<file path="src/rtl/pipe_ctrl_pkg.sv">
// Shared pipeline-control constants: RV32 opcode encodings, hazard FSM state
// encodings and the source-register usage decode used by hazard detection.
package pipe_ctrl_pkg;

   localparam logic [6:0] OPC_LOAD   = 7'b0000011;
   localparam logic [6:0] OPC_STORE  = 7'b0100011;
   localparam logic [6:0] OPC_BRANCH = 7'b1100011;
   localparam logic [6:0] OPC_OP     = 7'b0110011;
   localparam logic [6:0] OPC_LUI    = 7'b0110111;
   localparam logic [6:0] OPC_AUIPC  = 7'b0010111;
   localparam logic [6:0] OPC_JAL    = 7'b1101111;

   typedef enum logic [1:0] {
      ST_RUN      = 2'd0,
      ST_MEM_WAIT = 2'd1,
      ST_BR_FLUSH = 2'd2
   } ctrl_state_t;

   function automatic logic uses_rs1(input logic [6:0] opc);
      return !(opc == OPC_LUI || opc == OPC_AUIPC || opc == OPC_JAL);
   endfunction

   function automatic logic uses_rs2(input logic [6:0] opc);
      return (opc == OPC_OP || opc == OPC_STORE || opc == OPC_BRANCH);
   endfunction

endpackage

</file>
<file path="src/rtl/hazard_cmp.sv">
// Flags when the decode instruction actually reads the register a load in EX writes.
// Purely combinational; x0 is never a dependency.
module hazard_cmp
   import pipe_ctrl_pkg::*;
(
   input  logic [6:0] id_opcode,
   input  logic [4:0] id_rs1,
   input  logic [4:0] id_rs2,
   input  logic [4:0] ex_rd,
   output logic       match
);

   always_comb begin
      match = 1'b0;
      if (ex_rd != 5'd0) begin
         match = (uses_rs1(id_opcode) && (id_rs1 == ex_rd)) ||
                 (uses_rs2(id_opcode) && (id_rs2 == ex_rd));
      end
   end

endmodule

</file>
<file path="src/rtl/hazard_ctrl.sv">
// Pipeline hazard controller: stall/flush outputs are combinational from state and inputs (zero latency);
// mem_busy freezes IF/ID/EX. HAZARD_PERF_CNT_EN adds saturating stall/flush cycle counters.
module hazard_ctrl
   import pipe_ctrl_pkg::*;
(
   input  logic       clk,
   input  logic       rst_,
   input  logic       id_valid,
   input  logic [6:0] id_opcode,
   input  logic [4:0] id_rs1,
   input  logic [4:0] id_rs2,
   input  logic       ex_valid,
   input  logic [6:0] ex_opcode,
   input  logic [4:0] ex_rd,
   input  logic       br_taken,
   input  logic       mem_busy,
   output logic       stall_if,
   output logic       stall_id,
   output logic       stall_ex,
   output logic       flush_if,
   output logic       flush_id,
   output logic [1:0] ctrl_state
`ifdef HAZARD_PERF_CNT_EN
   ,
   output logic [31:0] stall_cnt,
   output logic [31:0] flush_cnt
`endif
);

   ctrl_state_t state;
   ctrl_state_t state_nxt;
   logic        src_match;
   logic        load_use;

   hazard_cmp u_cmp (
      .id_opcode (id_opcode),
      .id_rs1    (id_rs1),
      .id_rs2    (id_rs2),
      .ex_rd     (ex_rd),
      .match     (src_match)
   );

   assign load_use   = ex_valid && (ex_opcode == OPC_LOAD) && id_valid && src_match;
   assign ctrl_state = state;

   // MEM_WAIT needs no branch of its own: once mem_busy drops it resolves exactly like RUN.
   always_comb begin
      state_nxt = ST_RUN;
      stall_if  = 1'b0;
      stall_id  = 1'b0;
      stall_ex  = 1'b0;
      flush_if  = 1'b0;
      flush_id  = 1'b0;
      if (!rst_) begin
         if (mem_busy) begin
            stall_if  = 1'b1;
            stall_id  = 1'b1;
            stall_ex  = 1'b1;
            state_nxt = ST_MEM_WAIT;
         end else if (br_taken) begin
            flush_if  = 1'b1;
            flush_id  = 1'b1;
            state_nxt = ST_BR_FLUSH;
         end else if (state == ST_BR_FLUSH) begin
            // IF_ID was squashed last cycle, so decode holds nothing to check for load-use.
            flush_if  = 1'b1;
         end else if (load_use) begin
            stall_if  = 1'b1;
            stall_id  = 1'b1;
            flush_id  = 1'b1;
         end
      end
   end

   always_ff @(posedge clk or posedge rst_) begin
      if (rst_) begin
         state <= ST_RUN;
      end else begin
         state <= state_nxt;
      end
   end

`ifdef HAZARD_PERF_CNT_EN
   always_ff @(posedge clk or posedge rst_) begin
      if (rst_) begin
         stall_cnt <= '0;
         flush_cnt <= '0;
      end else begin
         if (stall_if && (stall_cnt != '1)) stall_cnt <= stall_cnt + 32'd1;
         if (flush_if && (flush_cnt != '1)) flush_cnt <= flush_cnt + 32'd1;
      end
   end
`endif

endmodule

</file>
<file path="config.mk">
export PLATFORM = sky130hd
export DESIGN_NAME = hazard_ctrl
export DESIGN_NICKNAME = d
export VERILOG_FILES = /design/src/rtl/pipe_ctrl_pkg.sv /design/src/rtl/hazard_cmp.sv /design/src/rtl/hazard_ctrl.sv
export SDC_FILE = /design/constraint.sdc
export NUM_CORES = 1
export LEC_CHECK = 0
export ABC_AREA = 1
export BUFFER_PORTS_ARGS = -buffer_cell sky130_fd_sc_hd__buf_2
export CORE_MARGIN = 1
export CORE_UTILIZATION = 31
export CTS_BUF_LIST = sky130_fd_sc_hd__clkbuf_16
export DETAILED_ROUTE_END_ITERATION = 12
export PLACE_DENSITY_LB_ADDON = 0.1
export REMOVE_ABC_BUFFERS = 1
export SYNTH_ARGS = -nofsm -noshare
export SYNTH_HDL_FRONTEND = slang
export SYNTH_HIERARCHICAL = 1
export SYNTH_SLANG_ARGS = --single-unit
</file>
<file path="constraint.sdc">
create_clock -name clk -period 1.25 [get_ports clk]
set_clock_uncertainty 0.2 [all_clocks]
set_input_delay 0.125 -clock clk [delete_from_list [all_inputs] [get_ports clk]]
set_output_delay 0.125 -clock clk [all_outputs]
set_load 0.02 [all_outputs]
</file>
==> impl_metrics.tcl, run 1 <==
set metrics [dict create \
    p_leak_uw 0.0005554 \
    grt_pass1_wl_mm 1.883 \
    tns_ns -1.274 \
    final_nets 177 \
    dpl.hpwl_um 886.3 \
    ios 42 \
    cap_violations 0 \
    netlist.area_leader.share 0.3077 \
    grt_pass1_vias 532 \
    h-tree-depth 1 \
    hold_path_class "input pin to register" \
    gp_congestion 0.7107 \
    rsz0062_at_grt "true" \
    layout-drive-gt1-share 0.5286 \
    synthCells 90 \
    largest_reg_flops 2 \
    synth.avg_cell_area_um2 4.880 \
    cts_tree "built" \
    finalInstanceArea_um2 927.1 \
    antenna_found_initial 0 \
    clock-sinks 2 \
    p_per_area_nw_per_um2 850.0 \
    antenna_cells 0 \
    synth_cell_types 13 \
    ys_ff_latch 2 \
    initial_core_util 0.3333 \
    slew_violations 0 \
    io_buffers 41 \
    worstMarginPinSlew_ns 0.1668 \
    numCtsBuffers 3 \
    violations "negative setup slack" \
    hold_viol 0 \
    clk_path_buf_depth 2 \
    antenna_left 0 \
    ys_seq_area_frac 0.1140 \
    synth_area_um2 439.2 \
    crit_arrival_ns 1.32 \
    drt_iter0_drc 10 \
    worstSetupEndpointType "output port" \
    cp_data_required_time_ns 0.93 \
    start_kind "input pin" \
    dp.cells 148 \
    status "finished with violations" \
    worst-path-max-fanout 3 \
    synth_warnings 6 \
    final_core_util 0.7037 \
    vias 678 \
    fmax_mhz 608.4 \
    crit_end "flush_id" \
    drcViolationCount 0 \
    slew-limit-headroom 0.8879 \
    grt_overflow 0 \
    cts.clk_slew.worst_paths_ns 0.03 \
    wl_per_cell_um 9.348 \
    synth.area.top_cells "nand2_1, inv_1, nor2_1" \
    core_area_um2 1318 \
    fin_total_pwr_uw 788.1 \
    grt_max_degree 5 \
    critical_path_class "input pin to output port" \
    dr.pass1.iters 4 \
    die_area_um2 1571 \
    placed_cell_area_um2 678.2 \
    grtUsageTotal 0.1824 \
    area_growth_pct 111.1 \
    die_x_um 39.64 \
    irDropWorstVdd_uv 907.1 \
    setup_viol 4 \
    synth_top_area_cell "nand2_1" \
    die_h_um 39.64 \
    min_period_ns 1.644 \
    period_share 1.315 \
    routed_wl_mm 1.449 \
    rows 13 \
    final_cells 155 \
    viasPerCell 4.374 \
    setup_slack_ns -0.3936 \
    cts_root_buffer "clkbuf_16" \
    startpoint "id_opcode[3]" \
]
## synthesized netlist by cell type
master and instances:
nand3_2 1, nand2_1 36, dfrtp_1 2, nor2_2 4, inv_1 17, nor3_1 1, buf_4 1, o31ai_1 1
nor3_4 1, xnor2_1 3, inv_2 4, nor2_1 14, nand3_1 5
## per-layer routing
metal / vias up / share of wire / track usage
li1: 362 / - / -
met1: 285 / 0.38 / 0.2007
met2: 27 / 0.54 / 0.2951
met3: 4 / 0.060 / 0.05114
met4: 0 / 0.012 / 0.1293
met5: - / 0 / 0
## placed cells by master (no fill, tap or decap)
cell            count
nand2_2             8
o31ai_1             1
nor3_4              1
buf_8               1
dlymetal6s4s_1      1
xnor2_1             3
inv_1              14
nor3_1              1
inv_2               5
buf_4               5
nand3_2             2
nand2_1            28
buf_2              26
buf_6              13
clkbuf_16           3
inv_4               2
nor2_1             10
nand3_1             4
nor2_2              8
dlygate4sd3_1       2
dfrtp_1             2
## report_power, final
group / total, uW / switching (uW) / internal [uW]
registers: 70.1 / 1.92 / 68.2
logic: 237 / 111 / 126
clock network: 481 / 73.7 / 407
total: 788 / 186 / 602
## stage by stage
| step | hold WS, ns | worst slack [ns] |
|---|---|---|
| after floorplan | -0.3338 | -0.2392 |
| after global placement | -0.1875 | -0.3449 |
| after detailed placement | -0.1855 | -0.3772 |
| after CTS | -0.04625 | -0.3652 |
| after global routing | 0.1099 | -0.4942 |
| final | 0.08575 | -0.3936 |
## worst min path at each step
stage | from | endpoint | cells past startpoint
after floorplan | rst_ | ctrl_state[0] | 1
after global routing | mem_busy | ctrl_state[0] | 4
final | mem_busy | ctrl_state[0] | 4
after detailed placement | rst_ | ctrl_state[1] | 2
after CTS | mem_busy | ctrl_state[0] | 3
after global placement | rst_ | ctrl_state[0] | 2
## logic make-up after synthesis
family | Yosys count | synth area share
AOI/OAI and AO/OA | 1 | 0.01710
and+or+nand+nor | 62 | 0.6125
xor gates and xnor gates | 3 | 0.05984
buffers and inverters | 22 | 0.1966
DFF | 2 | 0.1140
## critical path, stage by stage
cell	delay (ns)
buf_2	0.12
nor2_2	0.10
nor2_1	0.05
nand3_1	0.07
nand2_1	0.05
nor2_1	0.08
nor2_1	0.04
nor2_1	0.09
nand2_1	0.09
nor3_4	0.15
nand3_1	0.11
nand2_1	0.11
buf_6	0.12
## what timing repair did
action	4_1_cts	5_1_grt
gates cloned	0	0
endpoints found under the hold margin	4	2
hold buffers	2	1
resized for setup	12	28
setup endpoints to repair	4	5
buffers inserted	0	1
pin swaps	3	9
## cell type report
type / instances / area, um2
well taps: 15 / 18.77
flip-flops and latches: 2 / 50.05
multi-input cells: 66 / 337.8
inverters: 21 / 83.83
fillers: 114 / 390.4
clock buffers: 3 / 75.07
repair buffers: 48 / 361.6
Power figures use the tool's default switching activity.
==> inputs of run 2 (changes only) <==
Settings changed: ABC_AREA 1 to default, CORE_AREA from default to 2 2 39 41, CORE_MARGIN 1 to default, CORE_UTILIZATION 31 to default, DIE_AREA from default to 0 0 41 43.
==> impl_metrics.tcl, run 2 <==
set metrics [dict create \
    status "finished with violations" \
    violations "negative setup slack" \
    grtUsageTotal 0.1426 \
    synthFlopType "dfrtp_1" \
    grt_max_degree 4 \
    grt_pass1_vias 486 \
    cts_root_buffer "clkbuf_16" \
    synthCells 42 \
    fmax_mhz 492.7 \
    setup_viol 5 \
    final_nets 135 \
    placed_cell_area_um2 595.6 \
    async_reset_ff_frac 1.000 \
    layout-drive-gt1-share 0.6837 \
    numCtsBuffers 3 \
    worst-path-max-fanout 2 \
    setup_slack_ns -0.7796 \
    routed_wl_mm 1.242 \
    grt_overflow 0 \
    synth_edf_count 0 \
    hold_path_class "input pin to asynchronous set/reset pin" \
    gp_congestion 0.6495 \
    cp_cell_sequence "buf_6 -> nor3b_2 -> nand4_1 -> or4_4 -> a21oi_4 -> nand3_2 -> o41ai_2 -> buf_2" \
    slowest_delay_ns 0.46 \
    min_period_ns 2.030 \
    final_cell_mix "buf_2, buf_6, buf_4" \
    rows 14 \
    io_buffers 41 \
    wl_per_cell_um 10.89 \
    synth_top_area_cell "dfrtp_1" \
    netlist.area_leader.share 0.1538 \
    synth.area.top_cells "dfrtp_1, xnor2_1, xor2_1" \
    rsz0062_at_grt "true" \
    irDropWorstVdd_uv 1035 \
    start_kind "input pin" \
    fillers 125 \
    slew-limit-headroom 0.8304 \
    clock-sinks 2 \
    crit_family "simple AND/OR/NAND/NOR gates" \
    ys_ff_latch 2 \
    critical_path_class "input pin to output port" \
    largest_reg_flops 2 \
    synth_cell_types 21 \
    die_area_um2 1763 \
    finalInstanceArea_um2 832.0 \
    p_leak_uw 0.0004225 \
    drt_iter0_drc 6 \
    cts.clk_slew.worst_paths_ns 0.03 \
    slew_violations 0 \
    ys_seq_area_frac 0.1538 \
    grt_pass1_wl_mm 1.711 \
    worstSetupEndpointType "output port" \
    dr.pass1.iters 2 \
    antenna_cells 0 \
    synth.avg_cell_area_um2 7.746 \
    vias 511 \
    worstMarginPinSlew_ns 0.2517 \
    cap_violations 0 \
    die_h_um 43 \
    cts_tree "built" \
    synth_warnings 6 \
    tns_ns -2.384 \
    initial_core_util 0.2351 \
    h-tree-depth 1 \
    viasPerCell 4.482 \
    area_growth_pct 155.8 \
    final_common_cell "buf_2" \
    antenna_found_initial 0 \
    period_share 1.624 \
    clk_path_buf_depth 2 \
    antenna_left 0 \
    dpl.hpwl_um 861.3 \
    timing.critical_path.buf_inv 2 \
    p_per_area_nw_per_um2 922.5 \
    ios 42 \
    die_x_um 41 \
    core_area_um2 1384 \
    synth_common_cells "inv_1, xnor2_1, xor2_1" \
    cp_data_required_time_ns 0.93 \
    drcViolationCount 0 \
    crit_arrival_ns 1.70 \
    hold_viol 0 \
    slowest_stage "or4_4" \
    synth_area_um2 325.3 \
]
## run 2: cell count changes after synthesis, sizes merged, moves of 2 or more
| cell | delta |
|---|---|
| a21oi | +2 |
| nand4 | +3 |
| nor2 | -15 |
| xnor2 | +2 |
| nand3 | -4 |
| inv | -16 |
| nand2 | -33 |
| or4 | +2 |
| xor2 | +5 |
## run 2: routing by layer
layer,global-route usage,vias to the layer above,wire (um)
li1,-,261,-
met1,0.1350,224,491
met2,0.2625,24,631
met3,0.02094,2,98
met4,0.08000,0,21
met5,0,-,0
## run 2: final timing paths
kind / cells after the start / from / slack, ns / to
worst max-delay path: 8 / id_opcode[3] / -0.78 / stall_if
worst min-delay path: 3 / rst_ / 0.14 / ctrl_state[1]
max in group asynchronous: 3 / rst_ / 0.58 / ctrl_state[0]
min in group clk: 3 / br_taken / 0.38 / stall_id
## run 2: cell families (layout without fill, tap and decap cells)
kind of cell,count (synthesis),count (layout),synth area share
and+or+nand+nor,18,18,0.3462
xor gates and xnor gates,10,10,0.2692
AOI/OAI and AO/OA,6,6,0.1500
buffers and inverters,6,62,0.08078
DFF,2,2,0.1539
## run 2: through the flow
step / util / setup WS (ns) / total power (uW) / std cells / hold WS, ns
2_1_floorplan: - / -0.8421 / 133.2 / 41 / -0.3255
3_3_place_gp: 0.4304 / -0.7506 / 232.8 / 105 / -0.1812
3_5_place_dp: 0.4304 / -0.7502 / 231.7 / 105 / -0.1825
4_1_cts: 0.5533 / -0.7111 / 753.1 / 113 / 0.1338
5_1_grt: 0.6013 / -0.8382 / 795.5 / 114 / 0.1702
6_report: 0.6013 / -0.7796 / 767.5 / 114 / 0.1396
## run 2: layout make-up
class,instances,area (um2),area share
repair buffers,54,361.6,0.4346
well taps,16,20.02,0.02406
flip-flops and latches,2,50.05,0.06015
clock buffers,3,75.07,0.09023
multi-input cells,34,306.5,0.3684
inverters,5,18.77,0.02256
## run 2: where the power goes
group          internal (uW)  switching (uW)
clock                    407            78.3
sequential              68.2            2.69
combinational            122            88.8
## run 2: what timing repair did
action / in CTS / in global routing
hold buffers: 3 / 0
endpoints found under the hold margin: 4 / 0
setup buffers: 2 / 1
pin swaps: 1 / 2
setup endpoints to repair: 4 / 6
resized for setup: 11 / 11
==> inputs of run 3 (changes only) <==
Settings changed: CTS_CLUSTER_DIAMETER from default to 50, REMOVE_ABC_BUFFERS 1 to default.
==> impl_metrics.tcl, run 3 (synthesis results as in run 2) <==
set metrics [dict create \
    area_growth_pct 142.7 \
    synth_nets 77 \
    period_share 1.569 \
    hold_start "mem_busy" \
    crit_arrival_ns 1.64 \
    irDropWorstVdd_uv 930.1 \
    final_cells 107 \
    critical_path_class "input pin to output port" \
    ios 42 \
    comb_power_share 0.264 \
    final_common_cell "buf_2" \
    io_buffers 41 \
    drt_iter0_drc 3 \
    fin_total_pwr_uw 762.2 \
    cap_violations 0 \
    worstMarginPinSlew_ns 0.2517 \
    hold_viol 0 \
    h-tree-depth 1 \
    antenna_found_initial 0 \
    grt_pass1_vias 426 \
    final_cell_mix "buf_2, buf_4, inv_1, buf_6, xor2_1" \
    drcViolationCount 0 \
    vias 500 \
    dp.cells 102 \
    seqPwrFrac 0.092 \
    rsz0062_at_grt "true" \
    dpl.hpwl_um 882.1 \
    crit_family "simple AND/OR/NAND/NOR gates" \
    clock-sinks 2 \
    cp_data_required_time_ns 0.93 \
    fmax_mhz 509.8 \
    fillers 125 \
    slew_violations 0 \
    cts_root_buffer "clkbuf_16" \
    p_int_uw 589.0 \
    gp_congestion 0.7619 \
    layout-drive-gt1-share 0.6703 \
    slew-limit-headroom 0.8316 \
    cts.clk_slew.worst_paths_ns 0.03 \
    worstSetupEndpointType "output port" \
    viasPerCell 4.673 \
    antenna_left 0 \
    dr.pass1.iters 2 \
    crit_end "stall_if" \
    worst-path-max-fanout 3 \
    die_area_um2 1763 \
    initial_core_util 0.2351 \
    p_clk_frac 0.644 \
    switching_share 0.2273 \
    cts_tree "built" \
    rows 14 \
    min_period_ns 1.962 \
    die_x_um 41 \
    cp_num_cells 8 \
    grt_overflow 0 \
    cp_cell_sequence "buf_8 -> nor3b_4 -> nand4_1 -> or4_1 -> a21oi_2 -> nand3_2 -> o41ai_4 -> buf_4" \
    wl_per_cell_um 11.60 \
    numCtsBuffers 3 \
    hold_path_class "input pin to register" \
    grt_max_degree 4 \
    clk_path_buf_depth 2 \
    antenna_cells 0 \
    start_kind "input pin" \
    power.switching_uw 173.2 \
    final_nets 128 \
    slowest_stage "or4_1" \
    routed_wl_mm 1.241 \
    p_per_area_nw_per_um2 965.4 \
    timing.critical_path.buf_inv 2 \
    p_leak_uw 0.0004083 \
    grtUsageTotal 0.1368 \
    setup_viol 4 \
    slowest_delay_ns 0.42 \
    status "finished with violations" \
    grt_pass1_wl_mm 1.642 \
    startpoint "id_opcode[3]" \
    largest_reg_flops 2 \
    core_area_um2 1384 \
    setup_slack_ns -0.7115 \
    violations "negative setup slack" \
    die_h_um 43 \
]
==> run 3: cell count changes in the layout (fill, tap and decap cells not counted), sizes merged <==
cell / delta
buf: -6
dlygate4sd3: -1
==> run 3: area by class of cell <==
class,count,area [um2],share of cell area
multi-input combinational,34,324.1,0.4105
timing repair buffer,47,301.5,0.3819
clock buffer,3,75.07,0.09509
sequential,2,50.05,0.06339
tap,16,20.02,0.02536
inverter,5,18.77,0.02377
==> run 3: stage by stage <==
step | utilization | TNS [ns] | hold slack (ns) | instance area [um2] | setup WS (ns)
after global routing | 0.5705 | -2.555 | 0.02215 | 789.5 | -0.8070
final | 0.5705 | -2.242 | 0.004077 | 789.5 | -0.7115
after detailed placement | 0.4268 | -2.313 | -0.1727 | 590.6 | -0.7747
after CTS | 0.5253 | -2.272 | 0.01043 | 726.9 | -0.7055
after floorplan | - | -1.816 | -0.3255 | 342.8 | -0.6927
after global placement | 0.4268 | -2.180 | -0.1687 | 590.6 | -0.7263
==> run 3: per-layer routing <==
layer / vias up / wire length (um) / part of all wire / GRT usage
li1: 246 / - / - / -
met1: 228 / 419 / 0.34 / 0.1553
met4: 0 / 18 / 0.015 / 0.06000
met5: - / 0 / 0 / 0
met3: 4 / 75 / 0.060 / 0.02094
met2: 22 / 728 / 0.59 / 0.2344
==> run 3: power by group through the flow <==
stage	Sequential (uW)	Combinational (uW)	Clock, uW
5_1_grt	70.8	217	496
3_5_place_dp	69.9	161	0
2_1_floorplan	73.8	65.4	0
3_3_place_gp	69.9	162	0
6_report	70.5	201	491
4_1_cts	70.3	178	498
==> run 3: worst min-delay path, cell delays in order <==
cell	delay [ns]
buf_2	0.09
nand2_1	0.09
inv_1	0.08
==> run 3: timing repair <==
item / 4_1_cts / 5_1_grt
endpoints found under the hold margin: 3 / 0
endpoints found under the setup margin: 4 / 4
hold buffers: 2 / 0
gates resized for setup: 9 / 13
buffers inserted: 0 / 0
pin swaps: 1 / 0
==> run 3: worst min-delay path by stage <==
| stage | slack, ns | endpoint | cells after the start |
|---|---|---|---|
| 3_5_place_dp | -0.17 | ctrl_state[0] | 2 |
| 4_1_cts | 0.01 | ctrl_state[0] | 3 |
| 6_report | 0.004 | ctrl_state[0] | 3 |
| 5_1_grt | 0.02 | ctrl_state[0] | 3 |
| 3_3_place_gp | -0.17 | ctrl_state[1] | 2 |
| 2_1_floorplan | -0.33 | ctrl_state[0] | 1 |
